==> src/rtl/svn_pkg.sv <==
// svn_pkg: shared constants and helpers for the scan multiplexer.
//   SVN_MAX_DIGITS : widest supported display (anode vectors are sized to it)
//   SVN_IDX_W      : digit index width at SVN_MAX_DIGITS
//   SVN_AN_OFF     : anode pattern with every digit dark
//   an_onehot_n()  : active-low anode pattern selecting one digit
package svn_pkg;

    localparam int SVN_MAX_DIGITS = 8;
    localparam int SVN_IDX_W      = $clog2(SVN_MAX_DIGITS);

    localparam logic [SVN_MAX_DIGITS-1:0] SVN_AN_OFF = '1;

    function automatic logic [SVN_MAX_DIGITS-1:0] an_onehot_n(input logic [SVN_IDX_W-1:0] index);
        return ~(SVN_MAX_DIGITS'(1) << index);
    endfunction

endpackage

==> src/rtl/svn_refresh_prescaler.sv <==
// svn_refresh_prescaler: dwell counter for the digit scan.
// Counts 0..REFRESH_DIV-1 and wraps; tick is high on the wrap cycle, so the
// edge that ends that cycle is the one on which the scan index advances.
//   clk     : system clock
//   sys_rst : asynchronous, active-high reset
//   tick    : high during the last cycle of each dwell period
module svn_refresh_prescaler #(
    parameter int REFRESH_DIV = 100000
) (
    input  logic clk,
    input  logic sys_rst,
    output logic tick
);

    localparam int CW = (REFRESH_DIV > 2) ? $clog2(REFRESH_DIV) : 1;
    localparam logic [CW-1:0] DWELL_LAST = CW'(REFRESH_DIV - 1);

    logic [CW-1:0] dwell;

    always_ff @(posedge clk or posedge sys_rst) begin
        if (sys_rst) begin
            dwell <= '0;
        end else if (dwell == DWELL_LAST) begin
            dwell <= '0;
        end else begin
            dwell <= dwell + 1'b1;
        end
    end

    assign tick = (dwell == DWELL_LAST);

endmodule

==> src/rtl/svn_scan_mux.sv <==
// svn_scan_mux: multi-digit scan multiplexer feeding a seven-segment decoder.
// A loaded value is parked in a pending buffer and committed to the active
// buffer only at a frame boundary, so a frame never mixes two values.
//   clk            : system clock
//   sys_rst        : asynchronous, active-high reset
//   value          : display value, nibble i is digit i
//   load           : single-cycle strobe capturing value
//   digit          : nibble for the decoder input
//   blank          : current digit suppressed
//   AN             : active-low anode enables, at most one bit low
//   frame_tick     : one-cycle pulse on the first cycle of digit 0
//   update_pending : a loaded value awaits commit
// Optional feature: define SVN_LEADING_ZERO_BLANK_EN to blank digits above the
// most significant nonzero nibble (digit 0 always shown).
module svn_scan_mux
    import svn_pkg::*;
#(
    parameter int DIGITS      = 8,
    parameter int REFRESH_DIV = 100000
) (
    input  logic                  clk,
    input  logic                  sys_rst,
    input  logic [4*DIGITS-1:0]   value,
    input  logic                  load,
    output logic [3:0]            digit,
    output logic                  blank,
    output logic [DIGITS-1:0]     AN,
    output logic                  frame_tick,
    output logic                  update_pending
);

    localparam int IW = $clog2(DIGITS);
    localparam logic [IW-1:0] LAST_IDX = IW'(DIGITS - 1);
    localparam logic [SVN_MAX_DIGITS-1:0] AN_RESET_FULL = an_onehot_n('0);
    localparam logic [DIGITS-1:0] AN_RESET = AN_RESET_FULL[DIGITS-1:0];
    localparam logic [DIGITS-1:0] AN_OFF   = SVN_AN_OFF[DIGITS-1:0];

    logic                      tick;
    logic                      boundary;
    logic [IW-1:0]             idx;
    logic [IW-1:0]             idx_nx;
    logic [4*DIGITS-1:0]       active;
    logic [4*DIGITS-1:0]       active_nx;
    logic [4*DIGITS-1:0]       pending;
    logic                      pend_valid;
    logic                      pend_valid_nx;
    logic [3:0]                digit_sel;
    logic [3:0]                digit_nx;
    logic                      blank_nx;
    logic [SVN_MAX_DIGITS-1:0] an_full;
    logic [DIGITS-1:0]         an_nx;

    svn_refresh_prescaler #(
        .REFRESH_DIV (REFRESH_DIV)
    ) u_prescaler (
        .clk     (clk),
        .sys_rst (sys_rst),
        .tick    (tick)
    );

    always_comb begin
        idx_nx   = idx;
        boundary = 1'b0;
        if (tick) begin
            if (idx == LAST_IDX) begin
                idx_nx   = '0;
                boundary = 1'b1;
            end else begin
                idx_nx = idx + 1'b1;
            end
        end
    end

    // A load coinciding with the boundary bypasses the pending buffer so it is
    // visible on the very next cycle.
    always_comb begin
        active_nx     = active;
        pend_valid_nx = pend_valid;
        if (boundary && load) begin
            active_nx     = value;
            pend_valid_nx = 1'b0;
        end else if (boundary && pend_valid) begin
            active_nx     = pending;
            pend_valid_nx = 1'b0;
        end else if (load) begin
            pend_valid_nx = 1'b1;
        end
    end

    // Outputs are computed from next-state index and active value so that
    // digit, AN and blank all switch on the same edge as the index.
    assign digit_sel = active_nx[4*idx_nx +: 4];
    assign an_full   = an_onehot_n(SVN_IDX_W'(idx_nx));

`ifdef SVN_LEADING_ZERO_BLANK_EN
    logic [IW-1:0] msd;

    always_comb begin
        msd = '0;
        for (int i = 1; i < DIGITS; i++) begin
            if (active_nx[4*i +: 4] != 4'h0) begin
                msd = IW'(i);
            end
        end
    end

    assign blank_nx = (idx_nx > msd);
`else
    assign blank_nx = 1'b0;
`endif

    always_comb begin
        digit_nx = digit_sel;
        an_nx    = an_full[DIGITS-1:0];
        if (blank_nx) begin
            digit_nx = 4'h0;
            an_nx    = AN_OFF;
        end
    end

    always_ff @(posedge clk or posedge sys_rst) begin
        if (sys_rst) begin
            idx        <= '0;
            active     <= '0;
            pending    <= '0;
            pend_valid <= 1'b0;
            digit      <= 4'h0;
            blank      <= 1'b0;
            AN         <= AN_RESET;
            frame_tick <= 1'b0;
        end else begin
            idx        <= idx_nx;
            active     <= active_nx;
            pend_valid <= pend_valid_nx;
            if (load) begin
                pending <= value;
            end
            digit      <= digit_nx;
            blank      <= blank_nx;
            AN         <= an_nx;
            frame_tick <= boundary;
        end
    end

    assign update_pending = pend_valid;

endmodule
==> config.mk <==
export PLATFORM = sky130hd
export DESIGN_NAME = svn_scan_mux
export DESIGN_NICKNAME = d
export VERILOG_FILES = /design/src/rtl/svn_pkg.sv /design/src/rtl/svn_refresh_prescaler.sv /design/src/rtl/svn_scan_mux.sv
export SDC_FILE = /design/constraint.sdc
export NUM_CORES = 1
export LEC_CHECK = 0
export CORE_UTILIZATION = 51
export CTS_CLUSTER_SIZE = 30
export DETAILED_ROUTE_END_ITERATION = 8
export PLACE_DENSITY = 0.76
export SLEW_MARGIN = 20
export SYNTH_ARGS = -nofsm -noshare
export SYNTH_HDL_FRONTEND = slang
export SYNTH_SLANG_ARGS = --single-unit
==> constraint.sdc <==
create_clock -name clk -period 2.95 [get_ports clk]
set_input_delay 0.59 -clock clk [delete_from_list [all_inputs] [get_ports clk]]
set_output_delay 0.59 -clock clk [all_outputs]
set_load 0.005 [all_outputs]
=== Yosys cells after proc, flatten, opt, wreduce, memory -nomap -nowiden ===
Cells that the tools add are included.

* Register bits after elaboration: 98
* Latch bits: 0
* Bits in writable memories: 0
* Bits in read-only memories: 0
* Input bits: 35
* Output and inout bits: 15
* Logic and storage cells: 28
* Memories kept: 0

* Add/subtract/negate cells: 2
* $mul: 0
* Div/mod/pow operators: 0
* $lt $le $gt $ge: 0
* Equal/unequal tests: 2
* Shifts and indexed selects: 2
* Mux-type cells: 10
* Bitwise logic cells: 1
* Reduce and logical (&&, ||, !) cells: 3

{| class="wikitable"
|+ Operators with widths
! operator !! number
|-
| $mux W32 || 2
|-
| $shiftx A32 B6 Y4 || 1
|-
| $add A17 B1 Y17 const B || 1
|-
| $eq A17 B17 Y1 const B || 1
|-
| $mux W17 || 1
|-
| $not A8 Y8 || 1
|-
| $shl A1 B3 Y8 const A || 1
|-
| $mux W3 || 2
|-
| $mux W1 || 5
|-
| $add A3 B1 Y3 const B || 1
|-
| $eq A3 B3 Y1 const B || 1
|-
| $reduce_bool A3 Y1 || 1
|-
| $logic_and A1 B1 Y1 || 2
|}

=== Depth between registers and ports, before layout ===
* Word-level depth: 7
* Mapped depth: 10
* Mapped depth without buffers: 8

=== Modules after synthesis ===
Synthesis repeated with hierarchy kept, for this count alone.

* Cells, all modules: 446
* Area total of the unflattened synthesis: 4,747.1 um2

{| class="wikitable"
|+ By module, submodules not included
! module !! instances !! cells an instance !! area each (um2) !! sequential area each (um2)
|-
| svn_scan_mux || 1 || 371 || 3,921.3 || 2,035.7
|-
| svn_refresh_prescaler || 1 || 75 || 825.8 || 425.4
|}

=== Least setup slack after synthesis ===
OpenSTA, ideal clock, no wires.

* Path kind: register to register
* Start point: register u_prescaler.dwell[0]
* End point: register digit[2]
* Library setup time: 87 ps
* Arrival time: 2,183 ps
* Data required time: 2,863 ps
* Slack: 680 ps
* Stages on the path, launching flop included: 9
* Path buffers: 0
* Period minus slack after synthesis: 2,270 ps
* Path through: dfrtp_1 -> ha_1 -> and4_4 -> and4_4 -> mux2i_4 -> inv_4 -> nor2_4 -> or3b_1 -> a211oi_2

* Elaborated cells between the ends (all ways): 8
* Those cells by class: eq/ne: 1; shift: 1; mux: 4; reduce/logical: 2

{| class="wikitable"
|+ RTL lines
! item !! RTL line !! source
|-
| start: declaration || svn_refresh_prescaler.sv:18 || <nowiki>logic [CW-1:0] dwell;</nowiki>
|-
| start signal: assignment || svn_refresh_prescaler.sv:26 || <nowiki>dwell <= dwell + 1'b1;</nowiki>
|-
| $eq A17 B17 Y1 || svn_refresh_prescaler.sv:30 || <nowiki>assign tick = (dwell == DWELL_LAST);</nowiki>
|-
| $mux W3 || svn_scan_mux.sv:64 || <nowiki>if (tick) begin</nowiki>
|-
| net idx_nx[1] || svn_scan_mux.sv:41 || <nowiki>logic [IW-1:0] idx_nx;</nowiki>
|-
| $shiftx A32 B6 Y4 || svn_scan_mux.sv:92 || <nowiki>assign digit_sel = active_nx[4*idx_nx +: 4];</nowiki>
|-
| net digit_nx[2] || svn_scan_mux.sv:48 || <nowiki>logic [3:0] digit_nx;</nowiki>
|-
| end signal: assignment || svn_scan_mux.sv:138 || <nowiki>digit <= digit_nx;</nowiki>
|-
| end: declaration || svn_scan_mux.sv:25 || <nowiki>output logic [3:0] digit,</nowiki>
|}

The timed path passes the listed nets, and every way through them passes these cells.
A chain may end at the register's enable or synchronous reset.

=== Worst setup path in the final report ===
* Start point: register u_prescaler.dwell[0]
* End point: register digit[3]

The elaborated chain is that of the path after synthesis.

==> qor.txt <==
status: complete, no violations
Die Y-Extent: 97.4 µm
Setup Skew: 0.0115 ns
f_max: 0.361 GHz
endpoint class of the critical path: flop
Post-synth EDFFs: 0
Inst Count DP: 548
final net count: 489
Setup Total Neg Slack: 0 ns
number of DRC markers in iteration 0: 307
fin cells: 564
Routed WL per cell: 18.7 µm
Ports: 50
worst skew pair latency: 0.37 ns
final worst-path cycle share: 0.938
worst hold path type: flop to flop
Synth Flop Type: dfrtp_1
Crit Path Category: flop to flop
Final Setup Violations: 0
Core Rows: 34
routed wire length: 10.5 mm
PwrDens: 471 nW/µm²
sequential share of the synthesized area: 0.530
Slew Limit Fails: 0
antenna cell count: 0
Req. time, crit path: 3.24 ns
Synth Area in Adders: 0.00809
postcts setup bufs: 0
Yosys cell types: 59
global-route wire length before repair: 17.4 mm
Synth Area in Simple Gates: 0.146
synth warn: 0
syn nets: 446
via count: 3438
CP Launch Type: flop
Seq cells post-synth: 98
Final Hold Fails: 0
TritonCTS clock tree: done
Initial DRT Pass Iterations: 5
post-synthesis compound-gate area fraction: 0.169
port bufs: 48
critical path peak fanout: 21
worst rel slew slack: 0.551
Initial Util: 0.530
Syn Area/Cell: 11.4 µm²
share of layout cells above drive strength 1: 0.175
GRT overflow: 0
Post-CTS Hold Fix Bufs: 0
core box area: 8760 µm²
die width: 97.4 µm
RSZ-0062 raised after global routing: no
root buf cell: clkbuf_8
Lkg Pwr: 2.32 nW
max cap viols: 0
Fin Hold WS: 0.507 ns
Tmin final: 2.77 ns
Worst-Margin Slew: 0.673 ns
Mapped Cells: 408
H-tree levels: 3
GRT Total Usage: 0.233
P&R area growth vs syn: 16.9%
Post-Synth XOR/XNOR Area: 0.0264
Max VDD drop: 0.311 mV
RePlAce Congestion: 0.951
Clk pin slew, worst setup/hold paths: 0.10 ns
Post-synth ARST share: 1.00
clock sinks: 98
ANT nets after route: 0
post-CTS resize count: 0
data arrival time of the critical path: 3.05 ns
number of global-route vias before repair: 3460
multiplexer share of the synthesized area: 0.0776
CTS buffer count: 9
main combinational cell family by area after synthesis: compound AO/OA/AOI/OAI gates
Post-DP HPWL: 7.05 mm
Filler cells: 723
worst-case clock buffer depth: 2
via-per-instance ratio: 6.10
Post-route DRC: 0
initial antenna violation count: 0
mapped cell area: 4640 µm²
DIE AREA: 9490 µm²
largest net degree at the start of global routing: 99
cells in the mapped netlist, types with 4 or more instances:
library cell,instances,area (µm²)
a21oi_1,15,75.1
a221o_1,17,170
a221oi_1,4,35.0
a32o_1,16,160
and2_1,14,87.6
buf_2,6,30.0
clkbuf_1,13,48.8
dfrtp_1,91,2280
dfstp_2,7,184
inv_1,10,37.5
mux2_2,26,293
nand2_1,18,67.6
nand3_1,10,50.1
nand3b_1,7,52.6
nand4_1,4,25.0
nor2_1,29,109
nor2b_1,5,31.3
nor3_1,6,30.0
o21ai_0,15,75.1
o22ai_1,16,100
xnor2_1,9,78.8
xor2_1,5,43.8
worst max-delay path, stage by stage, from the launching register on:
cell and delay, ns:
dfrtp_1 0.42, ha_1 0.22, and4_4 0.25, and4_4 0.44
mux2i_4 0.43, inv_4 0.09, nor2_2 0.24, or3b_1 0.39
a32oi_1 0.20
flip-flops by register name, summed over array words and instances, names as in the netlist:
| signal | cells |
|---|---|
| active | 32 |
| pending | 32 |
| u_prescaler.dwell | 17 |
| AN | 8 |
| digit | 4 |
| idx | 3 |
| frame_tick | 1 |
| update_pending | 1 |
layout make-up:
| class | instances | area, µm² | area share |
|---|---|---|---|
| clock buffers | 10 | 128 | 0.0235 |
| multi-input cells | 270 | 1980 | 0.366 |
| flip-flops and latches | 98 | 2460 | 0.453 |
| inverters | 13 | 57.6 | 0.0106 |
| clock inverters | 6 | 91.3 | 0.0168 |
| well taps | 108 | 135 | 0.0249 |
| repair buffers | 59 | 571 | 0.105 |
routing by layer:
metal | track usage | part of all wire | wire length [µm]
met5 | 0 | 0 | 0
met2 | 0.360 | 0.47 | 4940
met3 | 0.0475 | 0.058 | 613
met1 | 0.330 | 0.46 | 4810
met4 | 0.0769 | 0.017 | 181
path summary, 6_finish.rpt:
check | start | to | slack, ns | depth (start not counted)
worst max-delay path | u_prescaler.dwell[0]$_DFF_PP0_ | digit[3]$_DFF_PP0_ | 0.18 | 8
worst min-delay path | pending[25]$_DFFE_PP0P_ | pending[25]$_DFFE_PP0P_ | 0.51 | 1
worst max register to register | u_prescaler.dwell[0]$_DFF_PP0_ | digit[3]$_DFF_PP0_ | 0.18 | 8
worst min register to register | pending[25]$_DFFE_PP0P_ | pending[25]$_DFFE_PP0P_ | 0.51 | 1
max in group asynchronous | sys_rst | AN[6]$_DFF_PP1_ | 1.84 | 3
min in group asynchronous | sys_rst | active[27]$_DFF_PP0_ | 0.71 | 3
kinds of logic after synthesis:
group,Yosys count
mux,29
fa+ha+maj,3
compound gates,104
other cells,1
xor+xnor,14
buf+inv,40
flops,98
simple gates,119
placed cells by master (no fill, tap or decap), types with 3 or more instances in the layout:
cell	n
a211oi_1	3
a21o_1	3
a21oi_1	15
a221o_1	17
a221oi_1	4
a31oi_1	3
a32o_1	16
and2_1	14
and3_1	3
buf_4	10
clkbuf_8	9
clkdlybuf4s50_1	47
clkinv_4	3
dfrtp_1	91
dfstp_2	7
ha_1	3
inv_1	9
mux2_2	26
mux2i_4	3
nand2_1	18
nand3_1	10
nand3b_1	7
nand4_1	4
nor2_1	29
nor2b_1	5
nor3_1	6
o21ai_0	15
o22ai_1	16
or2_2	3
or3b_1	3
xnor2_1	9
xor2_1	5
metrics by stage:
| step | util | cell area, µm² | setup slack (ns) | power [W] |
|---|---|---|---|---|
| 6_report | 0.619 | 5430 | 0.183 | 0.00256 |
| 5_1_grt | 0.619 | 5430 | 0.0381 | 0.00265 |
| 3_3_place_gp | 0.594 | 5210 | 0.382 | 0.00161 |
| 3_5_place_dp | 0.594 | 5210 | 0.256 | 0.00162 |
| 4_1_cts | 0.619 | 5430 | 0.243 | 0.00257 |
| 2_1_floorplan | - | 4650 | 0.680 | 0.00153 |
power by group:
group	internal (W)	switching (W)	total, W
sequential	0.00139	0.0000217	0.00141
clock	0.000481	0.000485	0.000966
combinational	0.0000959	0.0000845	0.000180
No activity file was read; power rests on OpenSTA's default activity.
